==> src/rtl/tm1640_pkg.sv <==
// rtl/tm1640_pkg.sv - shared constants and types for the TM1640 bus responder.
package tm1640_pkg;

   localparam logic [1:0] CMD_DATA = 2'b01;
   localparam logic [1:0] CMD_DISP = 2'b10;
   localparam logic [1:0] CMD_ADDR = 2'b11;

   localparam int MODE_BIT  = 2;
   localparam int RAM_DEPTH = 16;
   localparam int ADDR_W    = 4;

   typedef enum logic [1:0] {
      IDLE,
      CMD,
      DATA,
      SKIP
   } state_e;

   typedef logic [7:0] byte_t;

endpackage

==> src/rtl/tm1640_line_sync.sv <==
// rtl/tm1640_line_sync.sv - synchronizes tm_clk/tm_din and flags start, stop and rising-edge bits.
module tm1640_line_sync #(
   parameter int SYNC_STAGES = 2
) (
   input  logic clk,
   input  logic tm_clk,
   input  logic tm_din,
   output logic start_evt,
   output logic stop_evt,
   output logic bit_evt,
   output logic bit_val
);

   logic [SYNC_STAGES-1:0] clk_sync_q, clk_sync_d;
   logic [SYNC_STAGES-1:0] din_sync_q, din_sync_d;
   logic                   clk_prev_q, clk_prev_d;
   logic                   din_prev_q, din_prev_d;
   logic                   cs, ds;

   assign cs = clk_sync_q[SYNC_STAGES-1];
   assign ds = din_sync_q[SYNC_STAGES-1];

   always_comb begin
      clk_sync_d = {clk_sync_q[SYNC_STAGES-2:0], tm_clk};
      din_sync_d = {din_sync_q[SYNC_STAGES-2:0], tm_din};
      clk_prev_d = cs;
      din_prev_d = ds;
   end

   // Left unreset so the chain keeps tracking the pins through a reset; forcing
   // a value here would fake a start edge when reset hits mid-frame.
   always_ff @(posedge clk) begin
      clk_sync_q <= clk_sync_d;
      din_sync_q <= din_sync_d;
      clk_prev_q <= clk_prev_d;
      din_prev_q <= din_prev_d;
   end

   assign start_evt = clk_prev_q & cs & din_prev_q & ~ds;
   assign stop_evt  = clk_prev_q & cs & ~din_prev_q & ds;
   assign bit_evt   = ~clk_prev_q & cs;
   assign bit_val   = ds;

endmodule

==> src/rtl/tm1640_rx.sv <==
// rtl/tm1640_rx.sv - TM1640 responder: decodes commands into a display RAM mirror and control state.
module tm1640_rx
   import tm1640_pkg::*;
#(
   parameter int SYNC_STAGES = 2,
   parameter int NUM_DIGITS  = 9
) (
   input  logic                    clk,
   input  logic                    rst,
   input  logic                    tm_clk,
   input  logic                    tm_din,
   output logic [8*NUM_DIGITS-1:0] data_pack,
   output logic                    disp_on,
   output logic [2:0]              level,
   output logic                    byte_valid,
   output logic [7:0]              byte_data,
   output logic                    frame_done,
   output logic                    frame_err,
   output logic                    busy
);

   logic start_evt, stop_evt, bit_evt, bit_val;

   tm1640_line_sync #(
      .SYNC_STAGES (SYNC_STAGES)
   ) u_line_sync (
      .clk       (clk),
      .tm_clk    (tm_clk),
      .tm_din    (tm_din),
      .start_evt (start_evt),
      .stop_evt  (stop_evt),
      .bit_evt   (bit_evt),
      .bit_val   (bit_val)
   );

   state_e                  state_q, state_d;
   logic [2:0]              cnt_q, cnt_d;
   logic [6:0]              shift_q, shift_d;
   logic [ADDR_W-1:0]       addr_q, addr_d;
   logic                    fixed_q, fixed_d;
   logic                    dirty_q, dirty_d;
   byte_t                   ram_q [RAM_DEPTH];
   byte_t                   ram_d [RAM_DEPTH];
   logic [8*NUM_DIGITS-1:0] pack_q, pack_d;
   logic                    disp_on_q, disp_on_d;
   logic [2:0]              level_q, level_d;
   logic                    byte_valid_q, byte_valid_d;
   byte_t                   byte_data_q, byte_data_d;
   logic                    frame_done_q, frame_done_d;
   logic                    frame_err_q, frame_err_d;
   logic                    busy_q, busy_d;
   byte_t                   rx_byte;

   // Bits arrive LSB first, so the eighth bit lands on top of the seven held.
   assign rx_byte = {bit_val, shift_q};

   always_comb begin
      state_d      = state_q;
      cnt_d        = cnt_q;
      shift_d      = shift_q;
      addr_d       = addr_q;
      fixed_d      = fixed_q;
      dirty_d      = dirty_q;
      ram_d        = ram_q;
      pack_d       = pack_q;
      disp_on_d    = disp_on_q;
      level_d      = level_q;
      byte_valid_d = 1'b0;
      byte_data_d  = byte_data_q;
      frame_done_d = 1'b0;
      frame_err_d  = 1'b0;
      busy_d       = busy_q;

      if (start_evt) begin
         if (busy_q && (cnt_q != 3'd0)) frame_err_d = 1'b1;
         if (!busy_q) dirty_d = 1'b0;
         state_d = CMD;
         busy_d  = 1'b1;
         cnt_d   = 3'd0;
      end else if (stop_evt) begin
         frame_done_d = 1'b1;
         if (cnt_q != 3'd0) frame_err_d = 1'b1;
         if (dirty_q) begin
            for (int i = 0; i < NUM_DIGITS; i++) pack_d[8*i +: 8] = ram_q[i];
         end
         state_d = IDLE;
         busy_d  = 1'b0;
         cnt_d   = 3'd0;
         dirty_d = 1'b0;
      end else if (bit_evt && (state_q != IDLE)) begin
         shift_d = rx_byte[7:1];
         cnt_d   = cnt_q + 3'd1;
         if (cnt_q == 3'd7) begin
            byte_valid_d = 1'b1;
            byte_data_d  = rx_byte;
            case (state_q)
               CMD: begin
                  case (rx_byte[7:6])
                     CMD_DATA: begin
                        fixed_d = rx_byte[MODE_BIT];
                        state_d = SKIP;
                     end
                     CMD_DISP: begin
                        disp_on_d = rx_byte[3];
                        level_d   = rx_byte[2:0];
                        state_d   = SKIP;
                     end
                     CMD_ADDR: begin
                        addr_d  = rx_byte[ADDR_W-1:0];
                        state_d = DATA;
                     end
                     default: begin
                        frame_err_d = 1'b1;
                        state_d     = SKIP;
                     end
                  endcase
               end
               DATA: begin
                  ram_d[addr_q] = rx_byte;
                  dirty_d       = 1'b1;
                  if (!fixed_q) addr_d = addr_q + {{(ADDR_W-1){1'b0}}, 1'b1};
               end
               default: begin
               end
            endcase
         end
      end
   end

   always_ff @(posedge clk) begin
      if (rst) begin
         state_q      <= IDLE;
         cnt_q        <= 3'd0;
         shift_q      <= 7'd0;
         addr_q       <= '0;
         fixed_q      <= 1'b0;
         dirty_q      <= 1'b0;
         for (int i = 0; i < RAM_DEPTH; i++) ram_q[i] <= 8'd0;
         pack_q       <= '0;
         disp_on_q    <= 1'b0;
         level_q      <= 3'd0;
         byte_valid_q <= 1'b0;
         byte_data_q  <= 8'd0;
         frame_done_q <= 1'b0;
         frame_err_q  <= 1'b0;
         busy_q       <= 1'b0;
      end else begin
         state_q      <= state_d;
         cnt_q        <= cnt_d;
         shift_q      <= shift_d;
         addr_q       <= addr_d;
         fixed_q      <= fixed_d;
         dirty_q      <= dirty_d;
         ram_q        <= ram_d;
         pack_q       <= pack_d;
         disp_on_q    <= disp_on_d;
         level_q      <= level_d;
         byte_valid_q <= byte_valid_d;
         byte_data_q  <= byte_data_d;
         frame_done_q <= frame_done_d;
         frame_err_q  <= frame_err_d;
         busy_q       <= busy_d;
      end
   end

   assign data_pack  = pack_q;
   assign disp_on    = disp_on_q;
   assign level      = level_q;
   assign byte_valid = byte_valid_q;
   assign byte_data  = byte_data_q;
   assign frame_done = frame_done_q;
   assign frame_err  = frame_err_q;
   assign busy       = busy_q;

endmodule

==> config.mk <==
export PLATFORM = sky130hd
export DESIGN_NAME = tm1640_rx
export DESIGN_NICKNAME = d
export VERILOG_FILES = /design/src/rtl/tm1640_pkg.sv /design/src/rtl/tm1640_line_sync.sv /design/src/rtl/tm1640_rx.sv
export SDC_FILE = /design/constraint.sdc
export NUM_CORES = 1
export LEC_CHECK = 0
export CELL_PAD_IN_SITES_DETAIL_PLACEMENT = 2
export CELL_PAD_IN_SITES_GLOBAL_PLACEMENT = 2
export CORE_UTILIZATION = 36
export DETAILED_ROUTE_END_ITERATION = 6
export PLACE_DENSITY_LB_ADDON = 0.1
export SLEW_MARGIN = 20
export SYNTH_ARGS = -nofsm -noshare
export SYNTH_HDL_FRONTEND = slang
export SYNTH_SLANG_ARGS = --single-unit
==> constraint.sdc <==
create_clock -name clk -period 4.1 [get_ports clk]
set_clock_uncertainty 0.1 [all_clocks]
set_input_delay 1.025 -clock clk [delete_from_list [all_inputs] [get_ports clk]]
set_output_delay 1.025 -clock clk [all_outputs]
set_load 0.01 [all_outputs]
==> reports/metrics.cfg, run 1 <==
[clocking]
postCtsHoldBufs = 0
htreeDepth = 4
clockRootBuffer = clkbuf_16
cts_tree = done
cts_resized = 0
clock_latency_ns = 0.43
clk_pin_slew_ns = 0.07
cts_inserted_buffers = 17
clock-sinks = 184
cts_setup_buffers = 0
clockBufferDepth = 2

[global_route]
grt_overflow = 0
antenna_found_initial = 0
grt_max_degree = 73
grt_pass1_wl_mm = 31.3
grt_pass1_vias = 5830
grtUsageTotal = 0.207

[routing]
first_iter_violations = 145
via_per_inst = 5.06
highest_layer = met4
drc = 0
dr.pass1.iters = 4
wl_met2_mm = 9.98
wl_met1_mm = 8.72
vias = 5291
wl_met3_um = 432
wl_mm = 19.4
avgRoutedWirePerCell_um = 18.5
postRouteAntennaNets = 0

[min_path]
min_path_cells = 0
hold_end = u_line_sync.din_sync_q[1]
hp-class = reg2reg
hold_start = u_line_sync.din_sync_q[0]

[setup_path]
r2r_slack_ns = 1.25
cp_slowest_stage_delay_ns = 0.74
cp_slowest_cell = and3b_1
rr_startpoint = cnt_q[0]
path_max_fanout = 16
critical-path-top-delay-family = simple AND/OR/NAND/NOR gates
cp-start-kind = register
cp.required_ns = 4.30
reg2reg_to = ram_q[120]
critical_path_arrival_ns = 3.05
crit_chain = ha_1 -> ha_1 -> and3b_1 -> nand4b_1 -> mux2i_1 -> nor2_1
cp-end-kind = register
crit_top_cell = ha_1
reg2reg_depth = 6
cp_num_buf_inv = 0
critPathKind = reg2reg

[floorplan]
ios = 92
dieArea_um2 = 19700
die_height_um = 140
num_rows = 50
die_w_um = 140
coreArea_um2 = 18700
start_util = 0.368

[run]
drv_cap = 0

[sta]
finalHoldViolations = 0
post-route-period-util = 0.695
tns_ns = 0
finalSetupViolCount = 0
fin_crit_ns = 2.85
rsz0062_at_grt = no
fmax_mhz = 351
finalMaxSlewViolations = 0
worst_pin_slew_ns = 1.01
slew_headroom = 0.325

[finish]
nFillCells = 1971
area_delta_synth_final_pct = 23.3
stdcell_count = 1046
multiInputGateArea_um2 = 2850
final_area_um2 = 8480
final_nets = 810
antenna_cells = 0
layout-drive-gt1-share = 0.0567
seq_area_um2 = 3680

[placed_design]
gp_congestion = 0.763
port_buffers = 91
hpwl_mm = 12.2
dp_cells = 1013
dpl_cell_area_um2 = 7810

[synth]
synth_seq_area_share = 0.536
ys_warn_count = 0
synthFlopType = dfxtp_1
synth_fp_nets = 749
netlist_instances = 738
synth_edf_count = 0
syn_avg_cell_area_um2 = 9.32
synth_area_um2 = 6880
ys_types = 42
async_flop_share = 0
ys_ff_latch = 184

[pwr]
vdd_drop_max_v = 0.000289
power_density_nw_per_um2 = 434
leakage_nw = 3.52
total_power_mw = 3.69

[run_status]
outcome = finished, final reports clean

==> stage by stage <==
step	util	setup WS [ns]	hold slack (ns)
after floorplan	-	2.25	0.210
after global placement	0.418	1.45	0.213
after detailed placement	0.418	1.27	0.214
after CTS	0.452	1.25	0.230
after global routing	0.454	1.07	0.247
final	0.454	1.25	0.229
==> metal layers <==
layer  up-vias  track usage
met2        69        0.372
met5         -            0
li1       2545            -
met1      2660        0.249
met3        17       0.0414
met4         0       0.0596
==> placed cells by master, fill, tap and decap left out, drive strengths merged, types with 2 or more instances in the layout <==
| master | n |
|---|---|
| nand4b | 5 |
| mux2i | 89 |
| xnor2 | 2 |
| o21ai | 5 |
| clkdlybuf4s50 | 90 |
| nand2 | 163 |
| buf | 9 |
| bufinv | 5 |
| o21bai | 3 |
| nand4 | 6 |
| ha | 7 |
| nand3 | 2 |
| and3 | 2 |
| nor2 | 99 |
| clkinv | 2 |
| nor3b | 4 |
| inv | 5 |
| dfxtp | 184 |
| clkbuf | 25 |
| nor2b | 2 |
| nor3 | 2 |
| a21oi | 84 |
==> power by group <==
part | internal, mW | total (mW) | switching (mW)
sequential | 1.79 | 1.80 | 0.00728
clock | 1.13 | 1.83 | 0.694
combinational | 0.0168 | 0.0592 | 0.0424
total | 2.94 | 3.69 | 0.744
==> final cells by class <==
class,count,area share
clock inverters,7,0.0193
flip-flops and latches,184,0.434
multi-input cells,492,0.335
inverters,5,0.00221
clock buffers,25,0.0572
repair buffers,99,0.117
well taps,234,0.0345
==> worst reg2reg max path: cells and delay by family, from the launching register on <==
kind | cells | cell delay, ns
simple gates | 3 | 1.49
flops | 1 | 0.38
mux | 1 | 0.38
fa+ha+maj | 2 | 0.37
==> sequential cells by signal (all words and copies together), names as in the netlist <==
name and flops:
ram_q 72, u_line_sync.din_prev_q 1, addr_q 4, frame_err 1, busy 1, fixed_q 1, disp_on 1, level 3
u_line_sync.clk_sync_q 2, state_q 2, cnt_q 3, u_line_sync.clk_prev_q 1, u_line_sync.din_sync_q 2, byte_data 8, frame_done 1, byte_valid 1
data_pack 72, shift_q 7, dirty_q 1
==> synthesized netlist by cell type (2+ instances only) <==
master | count | share of area
nand2_1 | 163 | 0.089
buf_2 | 12 | 0.0087
nand4b_1 | 5 | 0.0064
mux2i_1 | 89 | 0.13
nand4_4 | 4 | 0.012
clkbuf_1 | 29 | 0.016
dfxtp_1 | 184 | 0.54
inv_1 | 5 | 0.0027
nor3_1 | 2 | 0.0015
and3_1 | 2 | 0.0018
nor3b_1 | 3 | 0.0033
ha_1 | 7 | 0.013
o21bai_1 | 3 | 0.0033
o21ai_0 | 4 | 0.0029
nand3_1 | 2 | 0.0015
a21oi_1 | 84 | 0.061
nor2_1 | 99 | 0.054
buf_6 | 14 | 0.023
xnor2_1 | 2 | 0.0025
nor2b_1 | 2 | 0.0018
nand4_2 | 2 | 0.0036
==> kinds of logic after synthesis <==
family / Yosys count / synth area share
and+or+nand+nor: 293 / 0.188
DFF: 184 / 0.536
AOI/OAI and AO/OA: 101 / 0.0788
muxes: 89 / 0.130
buffers and inverters: 62 / 0.0531
adders and majority gates: 7 / 0.0127
xor gates and xnor gates: 2 / 0.00255
==> how the worst max path moves through the flow <==
stage,startpoint,end,slack [ns],depth (start not counted)
after floorplan,rst,dirty_q,2.25,3
after global placement,cnt_q[0],ram_q[108],1.45,6
after detailed placement,cnt_q[0],ram_q[98],1.27,6
after CTS,cnt_q[0],ram_q[105],1.25,6
after global routing,cnt_q[0],ram_q[105],1.07,6
final,cnt_q[0],ram_q[120],1.25,6
(Power assumes the default switching activity.)
==> run 2: changes to the inputs <==
Settings changed: CORE_UTILIZATION 36 to 34.
Clock period 4.1 ns to 2.91 ns, I/O delays scaled along.
==> run 2 against run 1 <==
Against the previous run: sequential power grew 41%; global-route usage is 0.55 points lower; setup slack lost 0.72 ns; clock power up 28%; non-clock buffer count increased by 10; critical path type unchanged; largest power group is now registers.
==> reports/metrics.cfg, run 2 (same netlist as run 1, synthesis figures left out) <==
[floorplan]
num_rows = 51  ; +2.0%
die_w_um = 144  ; +2.9%
dieArea_um2 = 20800  ; +5.8%
coreArea_um2 = 19700  ; +5.1%
ios = 92  ; unchanged
die_height_um = 144  ; +2.9%
start_util = 0.350  ; -0.0177

[setup_path]
rr_startpoint = cnt_q[0]
cp_slowest_cell = and3b_1
critical_path_arrival_ns = 2.61  ; -0.44 ns
r2r_slack_ns = 0.53  ; -0.72 ns
critPathKind = reg2reg
setup.worst_path.start = cnt_q[0]
cp-end-kind = register
cp_slowest_stage_delay_ns = 0.59  ; -0.15 ns
cp-start-kind = register
path_max_fanout = 12  ; -4
crit_chain = ha_1 -> ha_1 -> and3b_1 -> buf_4 -> nand4_4 -> mux2i_1 -> nor2_1
crit_top_cell = ha_1
cp.required_ns = 3.13  ; -1.17 ns

[routing]
vias = 5325  ; +0.64%
wl_mm = 19.3  ; -0.43%
postRouteAntennaNets = 0  ; unchanged
dr.pass1.iters = 4  ; unchanged
drc = 0  ; unchanged
via_per_inst = 4.90  ; -3.1%
first_iter_violations = 169  ; +17%
avgRoutedWirePerCell_um = 17.7  ; -4.1%

[clocking]
cts_setup_buffers = 0  ; unchanged
clock-sinks = 184  ; unchanged
postCtsHoldBufs = 0  ; unchanged
clockRootBuffer = clkbuf_16
clock_latency_ns = 0.44  ; about the same
cts_resized = 0  ; unchanged
clk_pin_slew_ns = 0.07  ; about the same
clockBufferDepth = 2  ; unchanged
cts_inserted_buffers = 17  ; unchanged
htreeDepth = 4  ; unchanged
cts_tree = done

[global_route]
antenna_found_initial = 0  ; unchanged
grt_pass1_vias = 5972  ; +2.4%
grt_pass1_wl_mm = 31.8  ; +1.5%
grtUsageTotal = 0.202  ; -0.00545
grt_max_degree = 53  ; -27%
grt_overflow = 0  ; unchanged

[sta]
fin_crit_ns = 2.38  ; -0.466 ns
setup_ws_ns = 0.526  ; -0.724 ns
rsz0062_at_grt = no
worst_pin_slew_ns = 0.886  ; -0.123 ns
finalSetupViolCount = 0  ; unchanged
post-route-period-util = 0.819  ; +0.124
tns_ns = 0  ; unchanged
finalMaxSlewViolations = 0  ; unchanged
fin_hold_ws_ns = 0.234  ; +0.00562 ns
slew_headroom = 0.409  ; +0.0838
fmax_mhz = 419  ; +20%
finalHoldViolations = 0  ; unchanged

[pwr]
leakage_nw = 3.54  ; +0.45%
p_int_mw = 3.83  ; +30%
total_power_mw = 4.96  ; +35%
power.switching_mw = 1.13  ; +52%
vdd_drop_max_v = 0.000392  ; +36%
p_comb_frac = 0.018  ; +0.002
seqPwrFrac = 0.511  ; +0.023
power_frac_clock = 0.472  ; -0.024
power_density_nw_per_um2 = 579  ; +33%
p_sw_frac = 0.227  ; +0.0255

[min_path]
hp-class = reg2reg
hold_start = u_line_sync.clk_sync_q[0]

[run]
drv_cap = 0  ; unchanged

[finish]
final_area_um2 = 8570  ; +1.1%
layout-drive-gt1-share = 0.0731  ; +0.0164
final_nets = 820  ; +1.2%
stdcell_count = 1086  ; +3.8%
final_common_cell = dfxtp_1
antenna_cells = 0  ; unchanged
area_delta_synth_final_pct = 24.7
final_cell_mix = dfxtp_1 (184), nand2_1 (163), nor2_1 (99)
final_core_util = 0.436  ; -0.0172

[placed_design]
port_buffers = 91  ; unchanged
gp_congestion = 0.741  ; -2.9%
dpl_cell_area_um2 = 7990  ; +2.2%
dp_cells = 1055  ; +4.1%
hpwl_mm = 12.8  ; +4.6%
post-place-ws_ns = 0.559  ; -0.710 ns

[run_status]
outcome = finished, final reports clean

-- run 2: cell types whose count changed in the layout (fill, tap and decap cells not counted), moves of 3 or more --
cell | previous run | this run
clkbuf_1 | 5 | 0
buf_4 | 7 | 14
clkinvlp_4 | 0 | 5
clkbuf_8 | 3 | 0
buf_12 | 2 | 5
inv_6 | 0 | 4
bufinv_16 | 5 | 2
-- run 2: worst paths after layout --
kind / endpoint / cells after the start
hold / removal: u_line_sync.clk_sync_q[1] / 0
hold reg to reg: u_line_sync.clk_sync_q[1] / 0
setup / recovery: ram_q[85] / 7
setup reg to reg: ram_q[85] / 7
-- run 2: metal layers --
metal	part of all wire	wire (um)	vias up	global-route usage
met5	0	0	-	0
met4	0.013	258	0	0.0659
met3	0.024	458	15	0.0364
met2	0.51	9840	74	0.356
met1	0.45	8720	2660	0.246
li1	-	-	2576	-
-- run 2: final cells by class --
class	count	area, um^2
tap	265	332
clock inverter	14	164
multi-input combinational	492	2850
sequential	184	3680
fill	2157	11100
inverter	5	18.8
clock buffer	17	425
timing repair buffer	109	1110
-- run 2: worst max-delay path: cells and delay by family, from the launching register on --
kind                       cells  cell delay [ns]
DFF                            1             0.39
muxes                          1             0.28
adders and majority gates      2             0.35
buffers and inverters          1             0.28
and+or+nand+nor                3             0.87
-- run 2: power by group through the flow --
stage | clock (mW) | sequential [mW] | combinational [mW]
floorplan | 0 | 2.59 | 0.0571
global placement | 0 | 2.59 | 0.0854
detailed placement | 0 | 2.59 | 0.0883
CTS | 2.42 | 2.53 | 0.0892
global route | 2.50 | 2.53 | 0.0954
finish | 2.34 | 2.53 | 0.0869
==> patch: new RTL, settings of run 2 <==
Encoding of `state_e`: now one-hot (4 bits for 4 states).
--- a/src/rtl/tm1640_pkg.sv
+++ b/src/rtl/tm1640_pkg.sv
@@ -9,11 +9,11 @@
    localparam int RAM_DEPTH = 16;
    localparam int ADDR_W    = 4;
 
-   typedef enum logic [1:0] {
-      IDLE,
-      CMD,
-      DATA,
-      SKIP
+   typedef enum logic [3:0] {
+      IDLE = 4'b0001,
+      CMD  = 4'b0010,
+      DATA = 4'b0100,
+      SKIP = 4'b1000
    } state_e;
 
    typedef logic [7:0] byte_t;
Function: no difference found for any inputs over 4 cycles, from zero or initial values and one cycle with rst high; so few cycles prove little.
==> patch against run 2 <==
Non-clock buffer count decreased by 4. Hold slack got worse by 0.00070 ns. Final area increased by 1.6%. Sequential cell count increased by 2. Synthesized area decreased by 0.29%. Setup slack got worse by 0.24 ns. Cell count increased by 0.83%. Routed wire length increased by 4.6%. Highest routed layer unchanged. Power increased by 6.3%.
==> patch: results (changes against run 2) <==
status: "finished, final reports clean"  # unchanged
grt_pass1_wl_um: 32210  # was 31800 um
layout.nets: 828  # was 820
track_usage: 0.2058  # was 0.2015
post_dp_cell_area_um2: 8048  # was 7985 um^2
drt_wl_total_um: 20160  # was 19280 um
place_congestion: 0.8178  # was 0.7409
drt_first_iter_violations: 202  # was 169
hpwl_um: 13110  # was 12760 um
drive_above_1_share: 0.07108  # was 0.07308
vias: 5460  # was 5325
syn_avg_cell_area_um2: 9.168  # was 9.320 um^2
met1_usage: 0.2582  # was 0.2458
grt_pass1_vias: 5969  # was 5972
yosysUniqueCellTypes: 43  # was 42
dp_slack_ns: 0.2747  # was 0.5592 ns
met3_usage: 0.03841  # was 0.03642
detail_route.wl_per_cell_um: 18.41  # was 17.75 um
path_max_fanout: 10  # was 12
use_met2: 0.3542  # was 0.3565
cellLeakagePower_nw: 3.236  # was 3.537 nW
max_stage_delay_ns: 0.54  # was 0.59 ns
synth_area_leaders: "dfxtp_1 (54%), mux2i_1 (13%), nand2_1 (8.4%)"  # was dfxtp_1 (54%), mux2i_1 (13%), nand2_1 (8.9%)
fin_crit_sh: 0.9021  # was 0.8193
grt_max_degree: 86  # was 53
syn-num-nets: 759  # was 749
insertion_delay_ns: 0.43
patch: final timing paths:
| kind | from | endpoint | slack, ns | cells past startpoint |
|---|---|---|---|---|
| setup / recovery | cnt_q[0]$_SDFFE_PP0P_ | addr_q[0]$_SDFFE_PP0P_ | 0.29 | 6 |
| hold / removal | u_line_sync.din_sync_q[0]$_DFF_P_ | u_line_sync.din_sync_q[1]$_DFF_P_ | 0.23 | 0 |
| setup reg to reg | cnt_q[0]$_SDFFE_PP0P_ | addr_q[0]$_SDFFE_PP0P_ | 0.29 | 6 |
| hold reg to reg | u_line_sync.din_sync_q[0]$_DFF_P_ | u_line_sync.din_sync_q[1]$_DFF_P_ | 0.23 | 0 |
patch: area by class of cell:
class / count / area [um^2]
Fill cell: 2124 / 10880
Sequential cell: 186 / 3724
Multi-Input combinational cell: 500 / 2903
Timing Repair Buffer: 105 / 1064
Clock buffer: 21 / 470.5
Tap cell: 265 / 331.6
Clock inverter: 11 / 190.2
Inverter: 7 / 26.28
patch: cells by family after synthesis:
family,after synthesis,synth area share
compound gates,103,0.08101
xor+xnor,2,0.002555
buf+inv,62,0.03558
mux,89,0.1299
fa+ha+maj,7,0.01277
flops,186,0.5430
simple gates,299,0.1952
patch: worst max-delay path, delay by kind of cell (launching register included):
kind                     cells  cell delay (ns)
adder cells (fa/ha/maj)      2             0.52
AO/OA/AOI/OAI                2             0.53
AND/OR/NAND/NOR              2             1.01
flip-flops                   1             0.37
patch: power by group:
part | total, mW | internal, mW | switching (mW)
Clock | 2.62 | 1.60 | 1.02
Sequential | 2.56 | 2.55 | 0.00880
Combinational | 0.0938 | 0.0246 | 0.0691
Total | 5.27 | 4.17 | 1.10
